===== src/rtl/lsu_pkg.sv =====
// Shared encodings for the load/store data port: decoder load/store codes and FSM states.
package lsu_pkg;

    localparam logic [2:0] LB  = 3'b000;
    localparam logic [2:0] LH  = 3'b001;
    localparam logic [2:0] LW  = 3'b010;
    localparam logic [2:0] LBU = 3'b011;
    localparam logic [2:0] LHU = 3'b100;

    localparam logic [1:0] SB = 2'b00;
    localparam logic [1:0] SH = 2'b01;
    localparam logic [1:0] SW = 2'b10;

    typedef enum logic [1:0] {
        IDLE,
        REQ,
        DONE
    } lsu_state_t;

endpackage


===== src/rtl/lsu_data_port_if.sv =====
// Word-wide data-memory bus with req/ack handshake.
interface lsu_data_port_if;

    logic        bus_req;
    logic        bus_we;
    logic [31:0] bus_addr;
    logic [3:0]  bus_wstrb;
    logic [31:0] bus_wdata;
    logic        bus_ack;
    logic [31:0] bus_rdata;

    modport master (
        output bus_req, bus_we, bus_addr, bus_wstrb, bus_wdata,
        input  bus_ack, bus_rdata
    );

    modport slave (
        input  bus_req, bus_we, bus_addr, bus_wstrb, bus_wdata,
        output bus_ack, bus_rdata
    );

endinterface


===== src/rtl/lsu_align.sv =====
// Combinational byte-lane logic: store steering/strobes, misalign detect, load extraction/extension.
module lsu_align
    import lsu_pkg::*;
(
    input  logic        is_write,
    input  logic [1:0]  store,
    input  logic [2:0]  load,
    input  logic [1:0]  addr_lo,
    input  logic [31:0] wdata,
    input  logic [2:0]  ld_load,
    input  logic [1:0]  ld_off,
    input  logic [31:0] rdata,
    output logic [31:0] wdata_lane,
    output logic [3:0]  wstrb,
    output logic        misalign,
    output logic [31:0] rdata_fmt
);

    logic [31:0] shifted;

    always_comb begin
        wdata_lane = wdata;
        wstrb      = 4'b1111;
        case (store)
            SB: begin
                wdata_lane = {4{wdata[7:0]}};
                wstrb      = 4'b0001 << addr_lo;
            end
            SH: begin
                wdata_lane = {2{wdata[15:0]}};
                wstrb      = addr_lo[1] ? 4'b1100 : 4'b0011;
            end
            default: ;
        endcase
    end

    // Store code wins when both enables are high; 11 and 101-111 fall into word handling.
    always_comb begin
        misalign = 1'b0;
        if (is_write) begin
            case (store)
                SB:      misalign = 1'b0;
                SH:      misalign = addr_lo[0];
                default: misalign = |addr_lo;
            endcase
        end else begin
            case (load)
                LB, LBU: misalign = 1'b0;
                LH, LHU: misalign = addr_lo[0];
                default: misalign = |addr_lo;
            endcase
        end
    end

    always_comb begin
        shifted = rdata >> {ld_off, 3'b000};
        case (ld_load)
            LB:      rdata_fmt = {{24{shifted[7]}}, shifted[7:0]};
            LH:      rdata_fmt = {{16{shifted[15]}}, shifted[15:0]};
            LBU:     rdata_fmt = {24'h000000, shifted[7:0]};
            LHU:     rdata_fmt = {16'h0000, shifted[15:0]};
            LW:      rdata_fmt = shifted;
            default: rdata_fmt = shifted;
        endcase
    end

endmodule


===== src/rtl/lsu_data_port.sv =====
// Load/store data port: IDLE/REQ/DONE FSM, access latches and bus timeout counter.
module lsu_data_port
    import lsu_pkg::*;
#(
    parameter int unsigned TIMEOUT = 255
) (
    input  logic        clk,
    input  logic        rst_n,
    input  logic        mem_write,
    input  logic        mem_read,
    input  logic [1:0]  store,
    input  logic [2:0]  load,
    input  logic [31:0] addr,
    input  logic [31:0] wdata,
    output logic        stall,
    output logic [31:0] load_data,
    output logic        misalign,
    output logic        bus_err,
    lsu_data_port_if.master bus
);

    localparam int unsigned CW = $clog2(TIMEOUT + 1);

    lsu_state_t  state;
    logic [CW-1:0] cnt;
    logic        lat_write;
    logic [2:0]  lat_load;
    logic [1:0]  lat_off;

    logic        access;
    logic [31:0] wdata_lane;
    logic [3:0]  wstrb;
    logic        mis;
    logic [31:0] rdata_fmt;

    lsu_align u_align (
        .is_write   (mem_write),
        .store      (store),
        .load       (load),
        .addr_lo    (addr[1:0]),
        .wdata      (wdata),
        .ld_load    (lat_load),
        .ld_off     (lat_off),
        .rdata      (bus.bus_rdata),
        .wdata_lane (wdata_lane),
        .wstrb      (wstrb),
        .misalign   (mis),
        .rdata_fmt  (rdata_fmt)
    );

    always_comb begin
        access = mem_read | mem_write;
        stall  = ((state == IDLE) && access) || (state == REQ);
    end

    always_ff @(posedge clk) begin
        if (!rst_n) begin
            state         <= IDLE;
            cnt           <= '0;
            lat_write     <= 1'b0;
            lat_load      <= '0;
            lat_off       <= '0;
            load_data     <= '0;
            misalign      <= 1'b0;
            bus_err       <= 1'b0;
            bus.bus_req   <= 1'b0;
            bus.bus_we    <= 1'b0;
            bus.bus_addr  <= '0;
            bus.bus_wstrb <= '0;
            bus.bus_wdata <= '0;
        end else begin
            misalign <= 1'b0;
            bus_err  <= 1'b0;
            case (state)
                IDLE: begin
                    if (access) begin
                        lat_write <= mem_write;
                        lat_load  <= load;
                        lat_off   <= addr[1:0];
                        load_data <= '0;
                        cnt       <= '0;
                        if (mis) begin
                            misalign <= 1'b1;
                            state    <= DONE;
                        end else begin
                            bus.bus_req   <= 1'b1;
                            bus.bus_we    <= mem_write;
                            bus.bus_addr  <= {addr[31:2], 2'b00};
                            bus.bus_wstrb <= mem_write ? wstrb : 4'b0000;
                            bus.bus_wdata <= wdata_lane;
                            state         <= REQ;
                        end
                    end
                end
                REQ: begin
                    // An ack in the final allowed cycle still completes the access normally.
                    if (bus.bus_ack || (cnt == CW'(TIMEOUT - 1))) begin
                        bus.bus_req   <= 1'b0;
                        bus.bus_we    <= 1'b0;
                        bus.bus_wstrb <= '0;
                        state         <= DONE;
                        if (bus.bus_ack) begin
                            load_data <= lat_write ? '0 : rdata_fmt;
                        end else begin
                            load_data <= '0;
                            bus_err   <= 1'b1;
                        end
                    end else begin
                        cnt <= cnt + 1'b1;
                    end
                end
                DONE:    state <= IDLE;
                default: state <= IDLE;
            endcase
        end
    end

endmodule


===== src/flat_wrapper.sv =====
// flat-port wrapper written by rule: the top's interface ports become plain ports
module lsu_data_port_flat import lsu_pkg::*;
#(
    parameter int unsigned TIMEOUT = 255
)
  (clk, rst_n, mem_write, mem_read, store, load, addr, wdata, stall, load_data, misalign, bus_err, bus_bus_req, bus_bus_we, bus_bus_addr, bus_bus_wstrb, bus_bus_wdata, bus_bus_ack, bus_bus_rdata);
  lsu_data_port_if bus_i ();
  input  logic clk;
  input  logic rst_n;
  input  logic mem_write;
  input  logic mem_read;
  input  logic [1:0] store;
  input  logic [2:0] load;
  input  logic [31:0] addr;
  input  logic [31:0] wdata;
  output logic stall;
  output logic [31:0] load_data;
  output logic misalign;
  output logic bus_err;
  output wire logic [$bits(bus_i.bus_req)-1:0] bus_bus_req;
  output wire logic [$bits(bus_i.bus_we)-1:0] bus_bus_we;
  output wire logic [$bits(bus_i.bus_addr)-1:0] bus_bus_addr;
  output wire logic [$bits(bus_i.bus_wstrb)-1:0] bus_bus_wstrb;
  output wire logic [$bits(bus_i.bus_wdata)-1:0] bus_bus_wdata;
  input wire logic [$bits(bus_i.bus_ack)-1:0] bus_bus_ack;
  input wire logic [$bits(bus_i.bus_rdata)-1:0] bus_bus_rdata;
  assign bus_bus_req = bus_i.bus_req;
  assign bus_bus_we = bus_i.bus_we;
  assign bus_bus_addr = bus_i.bus_addr;
  assign bus_bus_wstrb = bus_i.bus_wstrb;
  assign bus_bus_wdata = bus_i.bus_wdata;
  assign bus_i.bus_ack = bus_bus_ack;
  assign bus_i.bus_rdata = bus_bus_rdata;
  lsu_data_port #(.TIMEOUT(TIMEOUT)) u_core (.clk(clk), .rst_n(rst_n), .mem_write(mem_write), .mem_read(mem_read), .store(store), .load(load), .addr(addr), .wdata(wdata), .stall(stall), .load_data(load_data), .misalign(misalign), .bus_err(bus_err), .bus(bus_i));
endmodule

===== config.mk =====
export PLATFORM = sky130hd
export DESIGN_NAME = lsu_data_port_flat
export DESIGN_NICKNAME = d
export VERILOG_FILES = /design/src/rtl/lsu_pkg.sv /design/src/rtl/lsu_data_port_if.sv /design/src/rtl/lsu_align.sv /design/src/rtl/lsu_data_port.sv /design/src/flat_wrapper.sv
export SDC_FILE = /design/constraint.sdc
export NUM_CORES = 1
export LEC_CHECK = 0
export CAP_MARGIN = 20
export CELL_PAD_IN_SITES_DETAIL_PLACEMENT = 1
export CELL_PAD_IN_SITES_GLOBAL_PLACEMENT = 1
export CORE_ASPECT_RATIO = 0.6
export CORE_MARGIN = 2
export CORE_UTILIZATION = 35
export CTS_BUF_LIST = sky130_fd_sc_hd__clkbuf_4
export DETAILED_ROUTE_END_ITERATION = 10
export GPL_ROUTABILITY_DRIVEN = 0
export PLACE_DENSITY = 0.93
export SKIP_LAST_GASP = 1
export SLEW_MARGIN = 20
export SYNTH_ARGS = -nofsm -noshare
export SYNTH_HDL_FRONTEND = slang
export SYNTH_SLANG_ARGS = --single-unit

===== constraint.sdc =====
create_clock -name clk -period 3.15 [get_ports clk]
set_clock_uncertainty 0.1 [all_clocks]
set_input_delay 0.63 -clock clk [delete_from_list [all_inputs] [get_ports clk]]
set_output_delay 0.63 -clock clk [all_outputs]
set_load 0.02 [all_outputs]

==> flow_metrics.py <==
metrics = {
    "run_status": {
        "status": "completed",
    },
    "logic_synthesis": {
        "synthAdderAreaFrac_pct": 0.4542,
        "synthTopCellsByArea": "dfxtp_1 43%, nand3_1 8.6%, nand2_1 6.9%",
        "yosys.area.top_type": "dfxtp_1",
        "synthArstFlopShare_pct": 0,
        "synthFlopType": "dfxtp_1",
        "synth_xor_area_share_pct": 1.431,
        "netlist_area_um2": 5509,
        "syn_area_per_cell_um2": 8.568,
        "yosysTopAreaCellShare_pct": 42.88,
        "synth_mux_area_share_pct": 6.223,
        "synth-edff-count": 0,
        "syn_inst": 643,
        "synth_cell_types": 57,
        "ys_seq_elements": 118,
        "synth_top_family_by_area": "simple AND/OR/NAND/NOR gates",
        "yosys.area_share.simple_pct": 23.05,
        "synth-warning-count": 0,
        "seq_area_frac_synth_pct": 42.88,
        "synth-compound-area-share_pct": 20.12,
    },
    "drt": {
        "wire_per_inst_um": 18.97,
        "drt-initial-drc-count": 268,
        "drt_pre_antenna_iters": 4,
        "routed_wl_um": 19860,
        "final_antenna_net_count": 0,
        "vias_per_cell": 5.300,
        "vias": 5549,
        "drc": 0,
    },
    "clock_tree": {
        "clk_path_buf_depth": 2,
        "cts_root_buf": "clkbuf_4",
        "postCtsSetupRepairBufs": 0,
        "numClockSinks": 118,
        "cts_tree": "done",
        "htreeDepth": 4,
        "cts_buffers": 17,
        "clk_pin_slew_worst_paths_ns": 0.11,
        "clock_latency_ns": 0.49,
        "hold_buffers": 0,
        "post_cts_resized": 0,
    },
    "global_route": {
        "grt_antenna_before_repair": 0,
        "grt.total_usage_pct": 23.24,
        "grt_pass1_vias": 5529,
        "grt_max_degree": 62,
        "grt_pass1_wl_um": 30710,
        "grt_overflow": 0,
    },
    "floorplan": {
        "die_x_um": 166.0,
        "rows": 35,
        "core_area_um2": 15370,
        "ios": 211,
        "die_height_um": 101.2,
        "start_util_pct": 35.84,
        "die_area_um2": 16790,
    },
    "critical_path": {
        "startpoint": "mem_read",
        "cp.arrival_ns": 2.19,
        "path_class": "input pin to output port",
        "r2r_start": "u_core.lat_off[0]",
        "worst_r2r_endpoint": "u_core.load_data[6]",
        "crit_end": "stall",
        "critPathLaunchType": "input pin",
        "cp.required_ns": 2.42,
        "rr_worst_depth": 5,
        "reg2reg_slack_ns": 0.86,
        "cp_max_fo": 3,
        "end_kind": "output port",
    },
    "sta": {
        "report.final.slew_viol_count": 0,
        "hold_viol": 0,
        "maxSlewHeadroom_pct": 47.00,
        "period_minus_slack_ns": 2.916,
        "worst_pin_slew_ns": 0.7920,
        "rsz0062_at_grt": "no",
        "tns_ns": 0,
        "setup_ws_ns": 0.2339,
        "fmax_mhz": 342.9,
        "finalCritPeriodShare_pct": 92.58,
        "setup_viol": 0,
    },
    "final_layout": {
        "fin_nets": 939,
        "final_cell_mix": "207 x clkdlybuf4s50_1, 118 x dfxtp_1, 101 x nand2_1",
        "fillerInstances": 1801,
        "final_area_um2": 8071,
        "final_layout_size_suffix_gt1_share_pct": 7.820,
        "final_common_cell": "clkdlybuf4s50_1",
        "antenna_cells": 0,
        "area_growth_syn_to_layout_pct": 46.51,
    },
    "power": {
        "vdd.ir_drop.worst_uv": 238.7,
        "power_mw": 4.220,
        "p_leak_nw": 3.245,
        "power_density_nw_per_um2": 522.8,
    },
    "place": {
        "dpl_worst_slack_ns": 0.1816,
        "place_area_um2": 7705,
        "port_buffers": 208,
        "place_hpwl_um": 15020,
    },
    "hold_path": {
        "min_from": "u_core.bus.bus_addr[7]",
        "hold_path.class": "register to register",
    },
    "run": {
        "drv_cap": 0,
    },
}
[critical path: stages]
cell	delay [ns]
clkdlybuf4s50_1	0.53
nor2_1	0.11
a21oi_2	0.23
clkdlybuf4s50_1	0.68
[per-stage QoR]
step / hold slack (ns) / cells / util [%]
finish: 0.3538 / 1047 / 52.51
global route: 0.3737 / 1047 / 52.51
CTS: 0.3579 / 1047 / 52.51
detailed placement: 0.3454 / 1015 / 50.13
global placement: 0.3352 / 1015 / 50.13
floorplan: 0.3761 / 644 / -
[where the power goes]
group	internal (mW)	switching (mW)	leakage (nW)
Clock	0.795	0.613	0.191
Sequential	1.61	0.0819	0.963
Combinational	0.498	0.623	2.09
[cells by family after synthesis]
family | after synthesis
adder cells (fa/ha/maj) | 2
AO/OA/AOI/OAI | 156
multiplexers | 33
flip-flops | 118
buffers and inverters | 62
other | 1
AND/OR/NAND/NOR | 262
XOR/XNOR | 9
[cell type report]
type | instances | area, um^2 | share of cell area (%)
timing repair buffer | 224 | 2225 | 27.56
multi-input combinational | 464 | 2841 | 35.20
clock buffer | 18 | 135.1 | 1.674
clock inverter | 14 | 231.5 | 2.868
sequential | 118 | 2362 | 29.27
tap | 203 | 254.0 | 3.147
inverter | 6 | 22.52 | 0.2790
[worst min path at each step]
stage                                        end  slack (ns)  cells after the start
after floorplan                 u_core.lat_write        0.38                      2
after global placement    u_core.bus.bus_addr[3]        0.34                      2
after detailed placement  u_core.bus.bus_addr[7]        0.35                      2
after CTS                 u_core.bus.bus_addr[7]        0.36                      2
after global routing      u_core.bus.bus_addr[7]        0.37                      2
final                     u_core.bus.bus_addr[7]        0.35                      2
[routing by layer]
| metal | global-route usage, % | up-vias | share of wire, % |
|---|---|---|---|
| li1 | - | 2671 | - |
| met5 | 0 | - | 0 |
| met1 | 33.11 | 2701 | 49 |
| met3 | 6.370 | 19 | 7.8 |
| met2 | 35.40 | 158 | 43 |
| met4 | 5.017 | 0 | 0.97 |
[registers in the layout, summed over array words and instances (netlist names)]
| register | flops |
|---|---|
| u_core.lat_off | 2 |
| u_core.misalign | 1 |
| u_core.state | 2 |
| u_core.bus.bus_addr | 30 |
| u_core.load_data | 32 |
| u_core.bus.bus_wstrb | 4 |
| u_core.cnt | 8 |
| u_core.bus_err | 1 |
| u_core.bus.bus_req | 1 |
| u_core.lat_write | 1 |
| u_core.bus.bus_wdata | 32 |
| u_core.bus.bus_we | 1 |
| u_core.lat_load | 3 |
[synth_stat cells (2+ instances only)]
master	instances
a31oi_1	2
buf_2	20
nand3b_1	3
a21boi_0	7
nor2_1	24
nor2b_1	18
a32oi_1	7
nand3_1	95
o211a_1	17
xor2_1	2
buf_1	6
xnor2_1	7
o21ai_0	49
buf_6	5
inv_1	6
a211oi_1	2
and3_1	2
nor3_1	3
o2bb2ai_1	16
nor4_1	2
nand2_1	101
a211o_1	8
buf_4	6
clkbuf_1	19
o21ai_2	2
ha_1	2
dfxtp_1	118
a21oi_1	27
mux2i_1	32
a22o_1	8
Note: power is estimated with default switching activity, not from simulation.
